--- config.mk ---
export PLATFORM = sky130hd
export DESIGN_NAME = wb_port_arbiter
export DESIGN_NICKNAME = d
export VERILOG_FILES = /design/src/rtl/wb_pkg.sv /design/src/rtl/wb_fifo.sv /design/src/rtl/wb_port_arbiter.sv
export SDC_FILE = /design/constraint.sdc
export NUM_CORES = 1
export LEC_CHECK = 0
export ABC_AREA = 1
export ABC_CLOCK_PERIOD_IN_PS = 4800
export CAP_MARGIN = 20
export CORE_ASPECT_RATIO = 1.1
export CORE_MARGIN = 1.5
export CORE_UTILIZATION = 25
export CTS_CLUSTER_SIZE = 8
export DETAILED_ROUTE_END_ITERATION = 6
export SETUP_SLACK_MARGIN = 0.2
export SLEW_MARGIN = 25
export SYNTH_ARGS = -nofsm -noshare
export SYNTH_HDL_FRONTEND = slang
export SYNTH_HIERARCHICAL = 1
export SYNTH_SLANG_ARGS = --single-unit
--- constraint.sdc ---
create_clock -name clk -period 4.8 [get_ports clk]
set_clock_uncertainty 0.15 [all_clocks]
set_input_delay 0.72 -clock clk [delete_from_list [all_inputs] [get_ports clk]]
set_output_delay 0.72 -clock clk [all_outputs]
set_load 0.005 [all_outputs]
--- src/rtl/wb_pkg.sv ---
// ---------------------------------------------------------------------------
// wb_pkg
//   Shared types for the register-file write-port arbiter.
//   wb_src_e   : which requester owns the write port in a given cycle.
//   wb_entry_t : one buffered long-unit result (destination + data), sized
//                for the default 32-bit / 32-register configuration.
// ---------------------------------------------------------------------------
package wb_pkg;

    localparam int WB_DATA_WIDTH = 32;
    localparam int WB_ADDR_WIDTH = 5;

    typedef enum logic [1:0] {
        WB_NONE,
        WB_PIPE,
        WB_FIFO,
        WB_BYPASS
    } wb_src_e;

    typedef struct packed {
        logic [WB_ADDR_WIDTH-1:0] rd;
        logic [WB_DATA_WIDTH-1:0] wd;
    } wb_entry_t;

endpackage

--- src/rtl/wb_fifo.sv ---
// ---------------------------------------------------------------------------
// wb_fifo
//   Small synchronous FIFO holding long-unit results that lost the write port.
//   Same-cycle push and pop are allowed, including when full: the head leaves
//   and the new entry takes the freed slot, so ordering is preserved.
//   A push while full without a pop is dropped.
// Ports
//   clk, rst_n : clock, asynchronous active-low reset (empties the FIFO)
//   push, din  : write request and entry
//   pop        : remove head (ignored when empty)
//   dout       : current head entry (valid when !empty)
//   full/empty : occupancy flags
//   count      : number of stored entries
// ---------------------------------------------------------------------------
module wb_fifo
    import wb_pkg::*;
#(
    parameter int  DEPTH   = 2,
    parameter type entry_t = wb_entry_t,
    localparam int AW      = $clog2(DEPTH),
    localparam int CW      = AW + 1
) (
    input  logic          clk,
    input  logic          rst_n,
    input  logic          push,
    input  entry_t        din,
    input  logic          pop,
    output entry_t        dout,
    output logic          full,
    output logic          empty,
    output logic [CW-1:0] count
);

    entry_t        mem [DEPTH];
    logic [AW-1:0] wr_ptr;
    logic [AW-1:0] rd_ptr;
    logic          push_ok;
    logic          pop_ok;

    assign full    = (count == CW'(DEPTH));
    assign empty   = (count == '0);
    assign pop_ok  = pop & ~empty;
    // A full FIFO can still accept when its head leaves in the same cycle.
    assign push_ok = push & (~full | pop_ok);
    assign dout    = mem[rd_ptr];

    // Pointers wrap naturally because DEPTH is a power of two.
    always_ff @(posedge clk or negedge rst_n) begin
        if (!rst_n) begin
            wr_ptr <= '0;
            rd_ptr <= '0;
            count  <= '0;
        end else begin
            if (push_ok) wr_ptr <= wr_ptr + AW'(1);
            if (pop_ok)  rd_ptr <= rd_ptr + AW'(1);
            count <= count + CW'(push_ok) - CW'(pop_ok);
        end
    end

    // Storage needs no reset; occupancy is tracked by count.
    always_ff @(posedge clk) begin
        if (push_ok) mem[wr_ptr] <= din;
    end

endmodule

--- src/rtl/wb_port_arbiter.sv ---
// ---------------------------------------------------------------------------
// wb_port_arbiter
//   Sole owner of the register-file write port (WE3/AD3/WD3). Shares it
//   between the in-order pipeline writeback and an out-of-band long-latency
//   unit, tracks registers whose long-unit result is still in flight, and
//   stalls decode on RAW/WAW hazards or write-port congestion.
// Ports
//   clk, rst_n          : clock, asynchronous active-low reset
//   dec_rs1/rs2/rd      : decode-stage register indices
//   dec_regwrite        : decode instr writes rd through the pipeline
//   issue_valid         : decode instr issues to the long unit (dest dec_rd)
//   stall               : hold decode / suppress issue this cycle
//   pipe_we/rd/wd       : pipeline writeback (highest priority, never held)
//   lu_valid/ready/rd/wd: long-unit result handshake
//   WE3/AD3/WD3         : register-file write port
// ---------------------------------------------------------------------------
module wb_port_arbiter
    import wb_pkg::*;
#(
    parameter int DATA_WIDTH   = 32,
    parameter int ADDR_WIDTH   = 5,
    parameter int FIFO_DEPTH   = 2,
    parameter int STARVE_LIMIT = 4
) (
    input  logic                  clk,
    input  logic                  rst_n,
    input  logic [ADDR_WIDTH-1:0] dec_rs1,
    input  logic [ADDR_WIDTH-1:0] dec_rs2,
    input  logic [ADDR_WIDTH-1:0] dec_rd,
    input  logic                  dec_regwrite,
    input  logic                  issue_valid,
    output logic                  stall,
    input  logic                  pipe_we,
    input  logic [ADDR_WIDTH-1:0] pipe_rd,
    input  logic [DATA_WIDTH-1:0] pipe_wd,
    input  logic                  lu_valid,
    output logic                  lu_ready,
    input  logic [ADDR_WIDTH-1:0] lu_rd,
    input  logic [DATA_WIDTH-1:0] lu_wd,
    output logic                  WE3,
    output logic [ADDR_WIDTH-1:0] AD3,
    output logic [DATA_WIDTH-1:0] WD3
);

    localparam int NREG = 2 ** ADDR_WIDTH;
    localparam int CW   = $clog2(FIFO_DEPTH) + 1;
    localparam int SW   = $clog2(STARVE_LIMIT + 1);

    typedef struct packed {
        logic [ADDR_WIDTH-1:0] rd;
        logic [DATA_WIDTH-1:0] wd;
    } entry_t;

    // ---------------------------------------------------------------
    // Result buffer
    // ---------------------------------------------------------------
    entry_t        head;
    entry_t        lu_entry;
    logic          fifo_full;
    logic          fifo_empty;
    logic [CW-1:0] fifo_count;
    logic          fifo_push;
    logic          fifo_pop;

    assign lu_entry = '{rd: lu_rd, wd: lu_wd};

    wb_fifo #(
        .DEPTH   (FIFO_DEPTH),
        .entry_t (entry_t)
    ) u_fifo (
        .clk   (clk),
        .rst_n (rst_n),
        .push  (fifo_push),
        .din   (lu_entry),
        .pop   (fifo_pop),
        .dout  (head),
        .full  (fifo_full),
        .empty (fifo_empty),
        .count (fifo_count)
    );

    // ---------------------------------------------------------------
    // Write-port select: pipeline, then buffered head, then bypass.
    // Bypass is only legal with an empty buffer so results stay ordered.
    // ---------------------------------------------------------------
    wb_src_e               src;
    logic [ADDR_WIDTH-1:0] wr_rd;
    logic [DATA_WIDTH-1:0] wr_wd;
    logic                  ready_int;
    logic                  lu_commit;

    always_comb begin
        src = WB_NONE;
        if (pipe_we)          src = WB_PIPE;
        else if (!fifo_empty) src = WB_FIFO;
        else if (lu_valid)    src = WB_BYPASS;
    end

    always_comb begin
        wr_rd = '0;
        wr_wd = '0;
        case (src)
            WB_PIPE:   begin wr_rd = pipe_rd; wr_wd = pipe_wd; end
            WB_FIFO:   begin wr_rd = head.rd; wr_wd = head.wd; end
            WB_BYPASS: begin wr_rd = lu_rd;   wr_wd = lu_wd;   end
            default:   begin wr_rd = '0;      wr_wd = '0;      end
        endcase
    end

    assign fifo_pop  = (src == WB_FIFO);
    assign ready_int = ~fifo_full | fifo_pop;
    // Anything accepted that is not written directly goes into the buffer.
    assign fifo_push = lu_valid & ready_int & (src != WB_BYPASS);
    assign lu_commit = (src == WB_FIFO) | (src == WB_BYPASS);

    // ---------------------------------------------------------------
    // Starvation counter: how long the head has been waiting.
    // ---------------------------------------------------------------
    logic [SW-1:0] starve_cnt;

    always_ff @(posedge clk or negedge rst_n) begin
        if (!rst_n) begin
            starve_cnt <= '0;
        end else if (fifo_empty || fifo_pop) begin
            starve_cnt <= '0;
        end else if (starve_cnt < SW'(STARVE_LIMIT)) begin
            starve_cnt <= starve_cnt + SW'(1);
        end
    end

    // ---------------------------------------------------------------
    // Stall and scoreboard
    // ---------------------------------------------------------------
    logic [NREG-1:0] pending;
    logic [NREG-1:0] pending_nxt;
    logic            stall_int;
    logic            issue_fire;

    // The count throttle keeps one slot free for the issuing op's result;
    // lu_ready is still the real flow control.
    assign stall_int = pending[dec_rs1]
                     | pending[dec_rs2]
                     | ((dec_regwrite | issue_valid) & pending[dec_rd])
                     | (issue_valid & (fifo_count >= CW'(FIFO_DEPTH - 1)))
                     | (starve_cnt >= SW'(STARVE_LIMIT));

    assign issue_fire = issue_valid & ~stall_int & (dec_rd != '0);

    // Clear first, then set, so a same-index set wins.
    always_comb begin
        pending_nxt = pending;
        if (lu_commit)  pending_nxt[wr_rd]  = 1'b0;
        if (issue_fire) pending_nxt[dec_rd] = 1'b1;
        pending_nxt[0] = 1'b0;
    end

    always_ff @(posedge clk or negedge rst_n) begin
        if (!rst_n) pending <= '0;
        else        pending <= pending_nxt;
    end

    // ---------------------------------------------------------------
    // Outputs are forced to their idle values while reset is asserted so
    // inputs still toggling from a mid-operation reset cannot leak out.
    // Writes to x0 still pop/handshake/clear but never enable the port.
    // ---------------------------------------------------------------
    assign WE3      = rst_n & (src != WB_NONE) & (wr_rd != '0);
    assign AD3      = rst_n ? wr_rd : '0;
    assign WD3      = rst_n ? wr_wd : '0;
    assign stall    = rst_n & stall_int;
    assign lu_ready = ~rst_n | ready_int;

endmodule

======== After elaboration in Yosys (flattened, before gate mapping) ========
Memories as Yosys holds them, arrays and structs flattened.
Cells that the tools add are included.
storage, ports and cells
  memories ................................ 1
  flip-flop bits (word level) ............. 38
  word-level logic and storage cells ...... 83
  output and inout port bits .............. 40
  input port bits ......................... 95
  memory bits (writable) .................. 74
cells by class
  reduce and logical (&&, ||, !) cells .... 8
  $add $sub $neg .......................... 5
  magnitude comparators ................... 9
  multiplexer cells ....................... 23
  bitwise operators ....................... 27
  equal/unequal tests ..................... 5
memories
  memory      words  width  rd ports  clocked after memory_dff  write ports  line           source
  u_fifo.mem  2      37     1         0                         1            wb_fifo.sv:34  entry_t mem [DEPTH];
operators with widths
  operator               number
  $mux W32               3
  $pmux W32 S3           1
  $and A32 B32 Y32       1
  $not A32 Y32           1
  $or A32 B32 Y32        1
  $lt A5 B6 Y1 const B   4
  $bmux W1 S5            3
  $pmux W5 S3            1
  $and A1 B1 Y1          11
  $demux W1 S5           2
  $ge A5 B1 Y1 const B   2
  $reduce_bool A5 Y1     2
  $or A1 B1 Y1           9
  $mux W1                7
  $eq A2 B2 Y1 const B   3
  $mux W2                3
  $mux W3                2
  $mux W5                1
  $not A1 Y1             4
  $reduce_bool A2 Y1     2
  $add A3 B1 Y3 const B  1
  $ge A3 B3 Y1 const B   1
  $lt A3 B3 Y1 const B   1
  $add A1 B1 Y1 const B  2
  other kinds (8)        9

======== Logic depth before layout (Yosys ltp) ========
  depth after elaboration ................. 14
  depth in mapped cells ................... 14
  gate-level depth less buffers ........... 12

======== Cells and area by module ========
Netlist, hierarchy kept.
modules (own cells, without submodules)
  module           instances  sequential area each (µm²)  cells each  area an instance (µm²)
  wb_port_arbiter  1          850.8                       725         3936.3
  wb_fifo          1          2322.2                      224         2944.1

======== Worst setup path after synthesis ========
Ideal clock, no wire load.
  path kind ............................... input -> register
  from .................................... input pipe_we
  to ...................................... memory u_fifo/mem[1][0] (netlist name), enable pin
  data arrival time ....................... 3.314 ns
  path slack .............................. 0.904 ns
  data required time ...................... 4.219 ns
  stages on the path ...................... 7
  buffers on the path ..................... 2
  cell sequence ........................... nor2_1 buf_2 buf_1 nor2_1 nor3_1 nand2_1 nor2_1
between the ends
  word-level cells in the longest chain between the ends .. 8
ends and longest elaborated chain
  what                           line                    source
  start, declared                wb_port_arbiter.sv:33   input logic pipe_we,
  $mux W2                        wb_port_arbiter.sv:94   if (pipe_we) src = WB_PIPE;
  $eq A2 B2 Y1                   wb_port_arbiter.sv:110  assign fifo_pop = (src == WB_FIFO);
  named net fifo_pop             wb_port_arbiter.sv:63   logic fifo_pop;
  $or A1 B1 Y1                   wb_port_arbiter.sv:111  assign ready_int = ~fifo_full | fifo_pop;
  $and A1 B1 Y1 (2 in series)    wb_port_arbiter.sv:113  assign fifo_push = lu_valid & ready_int & (src != WB_BYPASS);
  named net fifo_push            wb_port_arbiter.sv:62   logic fifo_push;
  $and A1 B1 Y1                  wb_fifo.sv:44           assign push_ok = push & (~full | pop_ok);
  $mux W1                        wb_fifo.sv:62           if (push_ok) mem[wr_ptr] <= din;
  $mux W1 (implied by the code)  wb_fifo.sv:62
  end, declared                  wb_fifo.sv:34
The timed path passes the listed nets, and every way through them passes these cells.

======== Final worst setup path ========
  from .................................... input dec_rs2[0]
  to ...................................... output stall
between the ends
  word-level cells in the longest chain between the ends .. 7
ends and longest elaborated chain
  what                           line                    source
  start, declared                wb_port_arbiter.sv:28   input logic [ADDR_WIDTH-1:0] dec_rs2,
  $bmux W1 S5                    wb_port_arbiter.sv:142  | pending[dec_rs2]
  $mux W1 (implied by the code)  wb_port_arbiter.sv:142
  $or A1 B1 Y1                   wb_port_arbiter.sv:142
  $or A1 B1 Y1                   wb_port_arbiter.sv:143  | ((dec_regwrite | issue_valid) & pending[dec_rd])
  $or A1 B1 Y1                   wb_port_arbiter.sv:144  | (issue_valid & (fifo_count >= CW'(FIFO_DEPTH - 1)))
  $or A1 B1 Y1                   wb_port_arbiter.sv:145  | (starve_cnt >= SW'(STARVE_LIMIT));
  $and A1 B1 Y1                  wb_port_arbiter.sv:170  assign stall = rst_n & stall_int;
  end, declared                  wb_port_arbiter.sv:32   output logic stall,
No other way between the ends. The select of a mux whose other input is x is not followed.

==> flow_metrics.env <==
export IMPL_cts_buffer_depth=2
export IMPL_drtAntennaViolNets=0
export IMPL_cts_buffers=9
export IMPL_routabilityCongestion=0.898
export IMPL_cts_hold_buf=0
export IMPL_maxSlewViolCount=0
export IMPL_hold_path_class="in -> async"
export IMPL_drcViolationCount=0
export IMPL_clk_pin_slew_ps=80
export IMPL_synth_area_sq_mm=0.00688
export IMPL_place_area_sq_mm=0.00843
export IMPL_yosysTopAreaCell="edfxtp_1"
export IMPL_fin_crit_sh=0.835
export IMPL_cp_slowest_stage_delay_ps=900
export IMPL_io_buffers=134
export IMPL_cts_sinks=112
export IMPL_fin_crit_ps=4010
export IMPL_fin_ws_ps=792
export IMPL_synth_warning_count=6
export IMPL_grt_max_degree=39
export IMPL_first_iter_violations=394
export IMPL_design_area_sq_mm=0.00871
export IMPL_grt_ovfl_total=0
export IMPL_path_cells="clkdlybuf4s50_1 -> clkinv_4 -> nand2_1 -> nand3_1 -> nand3_1 -> nand3_1 -> nand2_1 -> nand2_1 -> nand2_1 -> nor2_4 -> a21oi_1 -> clkdlybuf4s50_1"
export IMPL_grtUsageTotal=0.149
export IMPL_fmax_ghz=0.249
export IMPL_htreeDepth=3
export IMPL_cts_root_buf="clkbuf_16"
export IMPL_first_global_vias=6039
export IMPL_ys_types=35
export IMPL_post_drt_via_cell_ratio=4.55
export IMPL_fin_nets=1157
export IMPL_crit_required_ps=3930
export IMPL_routed_wl_mm=21.0
export IMPL_clkPwrFrac=0.193
export IMPL_grt_first_pass_wirelength_mm=32.9
export IMPL_preCtsSetupSlack_ps=759
export IMPL_fin_util=0.322
export IMPL_rsz0062_at_grt="no"
export IMPL_powerDensity_mw_per_mm2=431
export IMPL_cts_tree="done"
export IMPL_post_cts_setup_buffer_count=0
export IMPL_drive_gt1_frac=0.0442
export IMPL_cts_resized=0
export IMPL_cp_end_kind="primary output"
export IMPL_p_switching_mw=1.52
export IMPL_worstPathArrival_ps=3140
export IMPL_post_drt_wl_per_cell_um=14.7
export IMPL_startpoint_type="input port"
export IMPL_synth_seq_cells=112
export IMPL_p_comb_frac=0.416
export IMPL_path_common_cell="nand2_1"
export IMPL_ios=135
export IMPL_worst_path_max_fanout=17
export IMPL_swShare=0.404
export IMPL_path_class="in -> out"
export IMPL_crit_path_top_delay_cell="clkdlybuf4s50_1"
export IMPL_seq_area_frac_synth=0.461
export IMPL_synth_avg_cell_area_sq_um=7.25
export IMPL_insertion_delay_ps=350
export IMPL_worst_pin_slew_ps=908
export IMPL_row_count=63
export IMPL_synthesis_instances=949
export IMPL_syn_nets=1047
export IMPL_die_h_um=177
export IMPL_cellLeakagePower_nw=4.03
export IMPL_hpwl_mm=15.4
export IMPL_drt_pass1_iter_count=5
export IMPL_synthTopCellsByArea="edfxtp_1 (32%), nand2_1 (23%), dfrtp_1 (14%)"
export IMPL_internal_power_mw=2.24
export IMPL_timing_setup_tns_ps=0
export IMPL_initial_core_util=0.254
export IMPL_power_frac_seq=0.392
export IMPL_status="complete, no violations"
export IMPL_area_delta_synth_final_pct=26.7
export IMPL_die_x_um=161
export IMPL_core_region_area_sq_mm=0.0270
export IMPL_slew_headroom=0.394
export IMPL_ir_worst_vdd_uv=246
export IMPL_setup_violations=0
export IMPL_finalHoldViolCount=0
export IMPL_die_area_sq_mm=0.0285
export IMPL_vias=6476
export IMPL_synth_top_area_frac=0.323
export IMPL_maxCapViolCount=0
export IMPL_antenna_found_initial=1
[critical path, delay by kind of cell]
family / cells / cell delay [ps]
AOI/OAI and AO/OA: 1 / 130
buffers and inverters: 3 / 1670
and+or+nand+nor: 8 / 610
[final timing paths]
kind	start	endpoint	slack, ps	cells after the start
worst min register to register	u_fifo/wr_ptr$_DFFE_PN0P_	u_fifo/wr_ptr$_DFFE_PN0P_	330	2
max in group asynchronous	rst_n	starve_cnt[1]$_DFFE_PN0P_	3650	2
worst max-delay path	dec_rs2[0]	stall	790	12
worst min-delay path	rst_n	pending[20]$_DFF_PN0_	170	1
min in group clk	u_fifo/wr_ptr$_DFFE_PN0P_	u_fifo/wr_ptr$_DFFE_PN0P_	330	2
worst max register to register	u_fifo/count[1]$_DFF_PN0_	u_fifo/mem[0][2]$_DFFE_PP_	1720	8
[metal layers]
metal	wire length (um)	vias to the layer above	global-route usage
li1	-	3251	-
met1	9300	2934	0.197
met2	9570	255	0.238
met3	1560	34	0.0340
met4	531	2	0.0532
met5	12	-	0
[power by group through the flow]
stage          Sequential [mW]  Clock (mW)  Combinational (mW)
2_1_floorplan             1.45           0                1.05
3_3_place_gp              1.48           0                1.56
3_5_place_dp              1.49           0                1.57
4_1_cts                   1.47       0.752                1.58
5_1_grt                   1.50       0.786                1.77
6_report                  1.47       0.723                1.56
[cell usage after synthesis]
cell and instances:
nand2_1 427, inv_1 104, nand3_1 96, edfxtp_1 74, nor2_1 44, dfrtp_1 38, nand4_1 32, o21ai_0 29
buf_6 18, o21ai_1 17, clkbuf_1 10, buf_2 9, nor3_1 9, buf_1 5, a21oi_1 4, buf_4 4
ha_1 3, nor2_2 3, a21oi_2 2, a31oi_1 2, inv_2 2, inv_4 2, or2_2 2, xor2_1 2
a21oi_4 1, and3_1 1, clkinv_4 1, nand2_2 1, nand2_4 1, nor2_4 1, nor3_2 1, o211ai_1 1
o21a_1 1, o311ai_0 1, xnor2_1 1
[per-stage QoR]
| stage | instances | power, mW | hold slack, ps |
|---|---|---|---|
| global route | 1421 | 4.06 | 165 |
| global placement | 1405 | 3.04 | 306 |
| detailed placement | 1405 | 3.06 | 319 |
| floorplan | 949 | 2.50 | 274 |
| finish | 1422 | 3.76 | 168 |
| CTS | 1421 | 3.80 | 150 |
[cells in the final DEF (no fill, tap or decap), drive strengths merged]
cell type,synthesis,layout
nor3,10,10
o211ai,1,1
o311ai,1,1
ha,3,3
buf,36,13
a31oi,2,2
edfxtp,74,74
a21oi,7,7
clkinv,1,3
dfrtp,38,38
xnor2,1,1
diode,0,1
or2,2,2
nand2,429,429
o21a,1,1
inv,108,111
xor2,2,2
clkbuf,10,10
clkdlybuf4s50,0,132
nand4,32,32
nor2,48,48
o21ai,46,46
and3,1,1
nand3,96,96
clkinvlp,0,1
[kinds of logic (layout without fill, tap and decap cells)]
| group | count (synthesis) | count (layout) | share of synthesized area |
|---|---|---|---|
| xor+xnor | 3 | 3 | 0.00382 |
| compound gates | 58 | 58 | 0.0466 |
| buf+inv | 155 | 270 | 0.109 |
| flops | 112 | 112 | 0.461 |
| other cells | 0 | 1 | 0 |
| simple gates | 618 | 618 | 0.374 |
| fa+ha+maj | 3 | 3 | 0.00546 |
[area by class of cell]
class	count	area [sq um]
antenna	1	2.50
sequential	112	3170
clock buffer	10	229
fill	2890	18300
multi-input combinational	682	2980
tap	357	447
clock inverter	6	52.6
inverter	109	419
timing repair buffer	145	1420
[state kept, by name (all words and copies together) (netlist names)]
register	count
u_fifo/count	2
u_fifo/rd_ptr	1
u_fifo/wr_ptr	1
starve_cnt	3
u_fifo/mem	74
pending	31
Power figures use the tool's default switching activity.
